`src/rtl/display_pkg.sv`:
```
`default_nettype none
// ============================================================================
// Module   : display_pkg
// Brief    : Shared helpers and state encoding for the panel input/display blocks.
// Revision : 1.0
// ============================================================================
`timescale 1ns/1ps

package display_pkg;

    typedef enum logic [1:0] {
        IDLE   = 2'd0,
        LOAD   = 2'd1,
        SETTLE = 2'd2,
        HOLD   = 2'd3
    } bar_state_t;

    function automatic int clog2(input int value);
        int r;
        int v;
        r = 0;
        v = value - 1;
        while (v > 0) begin
            r++;
            v = v >>> 1;
        end
        return r;
    endfunction

    // Codes are zero-extended to 64 bits so one helper serves every bar width.
    function automatic int popcount(input logic [63:0] code);
        int n;
        n = 0;
        for (int i = 0; i < 64; i++) begin
            n += int'(code[i]);
        end
        return n;
    endfunction

    // 0...01...1 (including all-zero) has no set bit above a clear bit.
    function automatic logic is_thermometer(input logic [63:0] code);
        return ((code & (code + 64'd1)) == 64'd0);
    endfunction

endpackage

`default_nettype wire

```
`src/rtl/sync_2ff.sv`:
```
`default_nettype none
// ============================================================================
// Module   : sync_2ff
// Brief    : Two-flop synchroniser for asynchronous panel inputs.
// Revision : 1.0
// ============================================================================
`timescale 1ns/1ps

module sync_2ff #(
    parameter int WIDTH = 1
) (
    input  logic             clk,
    input  logic             rst,
    input  logic [WIDTH-1:0] i_d,
    output logic [WIDTH-1:0] o_q
);

    logic [WIDTH-1:0] r_s1;
    logic [WIDTH-1:0] r_s2;

    always_ff @(posedge clk or posedge rst) begin
        if (rst) begin
            r_s1 <= '0;
            r_s2 <= '0;
        end else begin
            r_s1 <= i_d;
            r_s2 <= r_s1;
        end
    end

    assign o_q = r_s2;

endmodule

`default_nettype wire

```
`src/rtl/bar_decoder.sv`:
```
`default_nettype none
// ============================================================================
// Module   : bar_decoder
// Brief    : Debounced thermometer-bar to binary level decoder with bubble flag.
// Revision : 1.0
// ============================================================================
`timescale 1ns/1ps

module bar_decoder
    import display_pkg::*;
#(
    parameter int IN_WIDTH      = 8,
    parameter int OUT_WIDTH     = 4,
    parameter int STABLE_CYCLES = 4
) (
    input  logic                 clk,
    input  logic                 rst,
    input  logic                 en,
    input  logic [IN_WIDTH-1:0]  bar_in,
    output logic [OUT_WIDTH-1:0] level,
    output logic                 valid,
    output logic                 bubble
);

    localparam int               c_CNT_W    = clog2(STABLE_CYCLES) + 1;
    localparam logic [c_CNT_W-1:0] c_CNT_LAST = c_CNT_W'(STABLE_CYCLES - 1);

    logic [IN_WIDTH-1:0]  w_s2;
    bar_state_t           r_state;
    bar_state_t           w_state_nxt;
    logic [IN_WIDTH-1:0]  r_cand;
    logic [IN_WIDTH-1:0]  w_cand_nxt;
    logic [IN_WIDTH-1:0]  r_acc;
    logic [c_CNT_W-1:0]   r_cnt;
    logic [c_CNT_W-1:0]   w_cnt_nxt;
    logic                 w_accept;
    logic [OUT_WIDTH-1:0] w_popcnt;
    logic                 w_bubble;
    logic [OUT_WIDTH-1:0] r_level;
    logic                 r_valid;
    logic                 r_bubble;

    sync_2ff #(
        .WIDTH (IN_WIDTH)
    ) u_sync (
        .clk (clk),
        .rst (rst),
        .i_d (bar_in),
        .o_q (w_s2)
    );

    assign w_popcnt = OUT_WIDTH'(popcount(64'(r_cand)));
    assign w_bubble = ~is_thermometer(64'(r_cand));

    always_comb begin
        w_state_nxt = r_state;
        w_cand_nxt  = r_cand;
        w_cnt_nxt   = r_cnt;
        w_accept    = 1'b0;
        case (r_state)
            IDLE: begin
                w_cnt_nxt = '0;
                if (en) begin
                    w_state_nxt = LOAD;
                end
            end
            LOAD: begin
                w_cand_nxt  = w_s2;
                w_cnt_nxt   = '0;
                w_state_nxt = SETTLE;
            end
            SETTLE: begin
                if (!en) begin
                    w_cnt_nxt   = '0;
                    w_state_nxt = IDLE;
                end else if (w_s2 != r_cand) begin
                    w_cand_nxt = w_s2;
                    w_cnt_nxt  = '0;
                end else if (r_cnt < c_CNT_LAST) begin
                    w_cnt_nxt = r_cnt + 1'b1;
                end else begin
                    // A code equal to the accepted one qualifies silently.
                    w_accept    = (r_cand != r_acc);
                    w_state_nxt = HOLD;
                end
            end
            HOLD: begin
                if (!en) begin
                    w_cnt_nxt   = '0;
                    w_state_nxt = IDLE;
                end else if (w_s2 != r_cand) begin
                    w_cand_nxt  = w_s2;
                    w_cnt_nxt   = '0;
                    w_state_nxt = SETTLE;
                end
            end
            default: begin
                w_cnt_nxt   = '0;
                w_state_nxt = IDLE;
            end
        endcase
    end

    always_ff @(posedge clk or posedge rst) begin
        if (rst) begin
            r_state  <= IDLE;
            r_cand   <= '0;
            r_acc    <= '0;
            r_cnt    <= '0;
            r_level  <= '0;
            r_valid  <= 1'b0;
            r_bubble <= 1'b0;
        end else begin
            r_state <= w_state_nxt;
            r_cand  <= w_cand_nxt;
            r_cnt   <= w_cnt_nxt;
            r_valid <= w_accept;
            if (w_accept) begin
                r_acc    <= r_cand;
                r_level  <= w_popcnt;
                r_bubble <= w_bubble;
            end
        end
    end

    assign level  = r_level;
    assign valid  = r_valid;
    assign bubble = r_bubble;

endmodule

`default_nettype wire

```
`config.mk`:
```
export PLATFORM = sky130hd
export DESIGN_NAME = bar_decoder
export DESIGN_NICKNAME = d
export VERILOG_FILES = /design/src/rtl/display_pkg.sv /design/src/rtl/sync_2ff.sv /design/src/rtl/bar_decoder.sv
export SDC_FILE = /design/constraint.sdc
export NUM_CORES = 1
export LEC_CHECK = 0
export ABC_AREA = 1
export CELL_PAD_IN_SITES_DETAIL_PLACEMENT = 2
export CELL_PAD_IN_SITES_GLOBAL_PLACEMENT = 2
export CORE_MARGIN = 2
export CORE_UTILIZATION = 35
export DETAILED_ROUTE_END_ITERATION = 8
export GPL_TIMING_DRIVEN = 1
export PLACE_DENSITY_LB_ADDON = 0.1
export RECOVER_POWER = 100
export SLEW_MARGIN = 10
export SYNTH_ARGS = -nofsm -noshare
export SYNTH_HDL_FRONTEND = slang
export SYNTH_HIERARCHICAL = 1
export SYNTH_SLANG_ARGS = --single-unit
```
`constraint.sdc`:
```
create_clock -name clk -period 4.9 [get_ports clk]
set_input_delay 0.735 -clock clk [delete_from_list [all_inputs] [get_ports clk]]
set_output_delay 0.735 -clock clk [all_outputs]
set_load 0.01 [all_outputs]
```
==> metrics.cfg <==
[cells_and_area]
regArea_um2 = 1080
nets = 274
multi_input_area_um2 = 788
layout-drive-gt1-share_pct = 5.91
antenna_cells = 0
fillers = 685
syn_to_final_growth_pct = 14.4
final_cells = 329

[setup_path]
max_stage_delay_ps = 570
cp_slowest_cell = fa_1
critPathLaunch = r_cand[0]
r2r_end = level[2]
r2r_start = r_cand[0]
cp_num_cells = 12
crit_family = adder cells
start_kind = flop
crit_required_ps = 5100
criticalPathCategory = flop to flop
cp_max_fo = 8
crit_end = level[2]
path_buf_inv = 4
r2r_cells = 12
cp_data_arrival_time_ps = 3360
rrSetupSlack_ps = 1740
crit_path_cell_trace = fa_1 -> inv_1 -> fa_1 -> fa_1 -> inv_1 -> ha_1 -> inv_1 -> fa_1 -> xor2_1 -> nand3_1 -> nand2_1 -> inv_1
endpoint_kind = flop

[pwr]
ir_worst_vdd_mv = 0.173
powerDensity_nw_per_um2 = 485
p_leak_nw = 1.23
total_power_w = 0.00115

[sta]
setup_tns_ps = 0
max_freq_mhz = 316
finalSetupViolCount = 0
drv_slew = 28
hold_violations = 0
worst_pin_slew_ps = 1590
slew_headroom_pct = -6.03
finalWorstPathRequiredPeriod_ps = 3160
rsz0062_at_grt = false
period_share_pct = 64.5
skew_ps = 17.5

[synthesis]
synth-main-ff-cell = dfrtp_1
ys_seq_elements = 43
syn-num-nets = 253
yosysSeqAreaShare_pct = 51.8
syn_area_um2 = 2080
yosysUniqueCellTypes = 21
yosysWarningCount = 6
netlist_instances = 232
synth_edf_count = 0
ys_top_cells_by_count = nand2_1 (79), dfrtp_1 (43), inv_1 (31)
yosysTopAreaCellShare_pct = 51.8
avgSynthCellArea_um2 = 8.95
synth-async-reset-ratio_pct = 100
yosysMostFrequentCell = nand2_1
synth_area_leaders = dfrtp_1 (52%), nand2_1 (14%), inv_1 (5.6%), fa_1 (3.9%), ha_1 (3.6%)
yosysTopAreaCell = dfrtp_1

[grt]
grt.total_usage_pct = 16.2
antenna_found_initial = 0
grt_first_pass_wirelength_um = 7870
grt_pass1_vias = 1585
grt_overflow = 0
grt_max_degree = 28

[routing]
viasPerCell = 4.67
postRouteAntennaNets = 0
vias = 1537
drcViolationCount = 0
wire_per_inst_um = 13.9
wl_um = 4570
first_pass_iters = 4
drt_iter0_markers = 63

[clock_network]
cts_hold_buf = 0
cts_setup_buffers = 0
clock_sink_count = 43
clk_pin_slew_worst_paths_ps = 100
numCtsBuffers = 5
clkLatencyLatePin_ps = 310
postCtsResizedCells = 0
htree_levels = 2
clockBufferDepth = 2
tritoncts = done
cts_root_buf = clkbuf_8

[placement]
gp_congestion = 0.751
dp_cells = 321
io_buffers = 16
hpwl_um = 3510

[run_status]
violations = max-capacitance violations, max-slew violations
status = finished, violations left

[hold_path]
hold_class = flop to flop

[floorplan]
chipWidth_um = 81.0
die_h_um = 81.0
std_cell_rows = 28
die-area_um2 = 6570
initial_core_util_pct = 35.7
ios = 17
coreArea_um2 = 5820

[flow_run]
maxCapViolations = 1

## how the worst min path moves through the flow
stage               slack (ps)       endpoint  cells after the start      startpoint
floorplan                  330  u_sync/o_q[0]                      0  u_sync/r_s1[0]
CTS                        360  u_sync/o_q[1]                      0  u_sync/r_s1[1]
finish                     350  u_sync/o_q[1]                      0  u_sync/r_s1[1]
global route               370  u_sync/o_q[7]                      0  u_sync/r_s1[7]
detailed placement         340  u_sync/o_q[0]                      0  u_sync/r_s1[0]
global placement           330  u_sync/o_q[3]                      0  u_sync/r_s1[3]
## cells in the final DEF (no fill, tap or decap)
master | netlist | final
o21ai_1 | 6 | 1
o21ai_2 | 5 | 1
bufinv_16 | 0 | 1
clkinvlp_4 | 0 | 1
nor2_1 | 10 | 11
xnor2_1 | 8 | 8
nand2_1 | 79 | 80
inv_1 | 31 | 32
a21oi_1 | 3 | 3
nand3b_1 | 1 | 1
nand2_2 | 2 | 1
inv_6 | 0 | 1
dlygate4sd3_1 | 0 | 16
nand3_1 | 7 | 7
inv_2 | 6 | 5
o21ai_0 | 10 | 19
fa_1 | 4 | 4
clkbuf_8 | 0 | 5
ha_1 | 6 | 6
clkbuf_1 | 0 | 1
o22ai_1 | 1 | 1
dfrtp_1 | 43 | 43
xor2_1 | 2 | 2
nand4_1 | 3 | 4
## sequential cells by signal (all words and copies together), names as in the netlist
| signal | count |
|---|---|
| bubble | 1 |
| valid | 1 |
| u_sync/o_q | 8 |
| u_sync/r_s1 | 8 |
| r_cnt | 3 |
| r_cand | 8 |
| r_state | 2 |
| level | 4 |
| r_acc | 8 |
## metrics by stage
step	utilization, %	area, um^2	setup WS, ps	hold WS (ps)
floorplan	-	2080	1950	331
global placement	39.6	2300	1860	332
detailed placement	39.6	2300	1730	336
CTS	41.6	2420	1720	356
global route	40.9	2380	1580	368
finish	40.9	2380	1740	353
## where the power goes
part           total (W)  switching [W]  internal [W]
clock           0.000288       0.000134      0.000154
combinational   0.000410       0.000241      0.000169
sequential      0.000456      0.0000659      0.000390
total            0.00115       0.000441      0.000712
## routing by layer
layer	global-route usage (%)	wire length (um)
met1	19.8	2090
met2	27.2	2330
met3	4.33	117
met4	6.10	27
met5	0	0
## cell type report
cell class / instances / share of cell area [%]
sequential: 43 / 45.3
clock inverter: 3 / 1.95
multi-input combinational: 149 / 33.2
inverter: 37 / 5.85
timing repair buffer: 17 / 6.90
clock buffer: 5 / 2.90
tap: 75 / 3.95
## cells by family (layout without fill, tap and decap cells)
logic type / count (synthesis) / in the layout / share of synthesized area (%)
xor gates and xnor gates: 10 / 10 / 4.22
DFF: 43 / 43 / 51.8
buffers and inverters: 40 / 62 / 8.31
and+or+nand+nor: 104 / 104 / 21.2
adders and majority gates: 10 / 10 / 7.47
AOI/OAI and AO/OA: 25 / 25 / 6.99
Power figures use the tool's default switching activity.
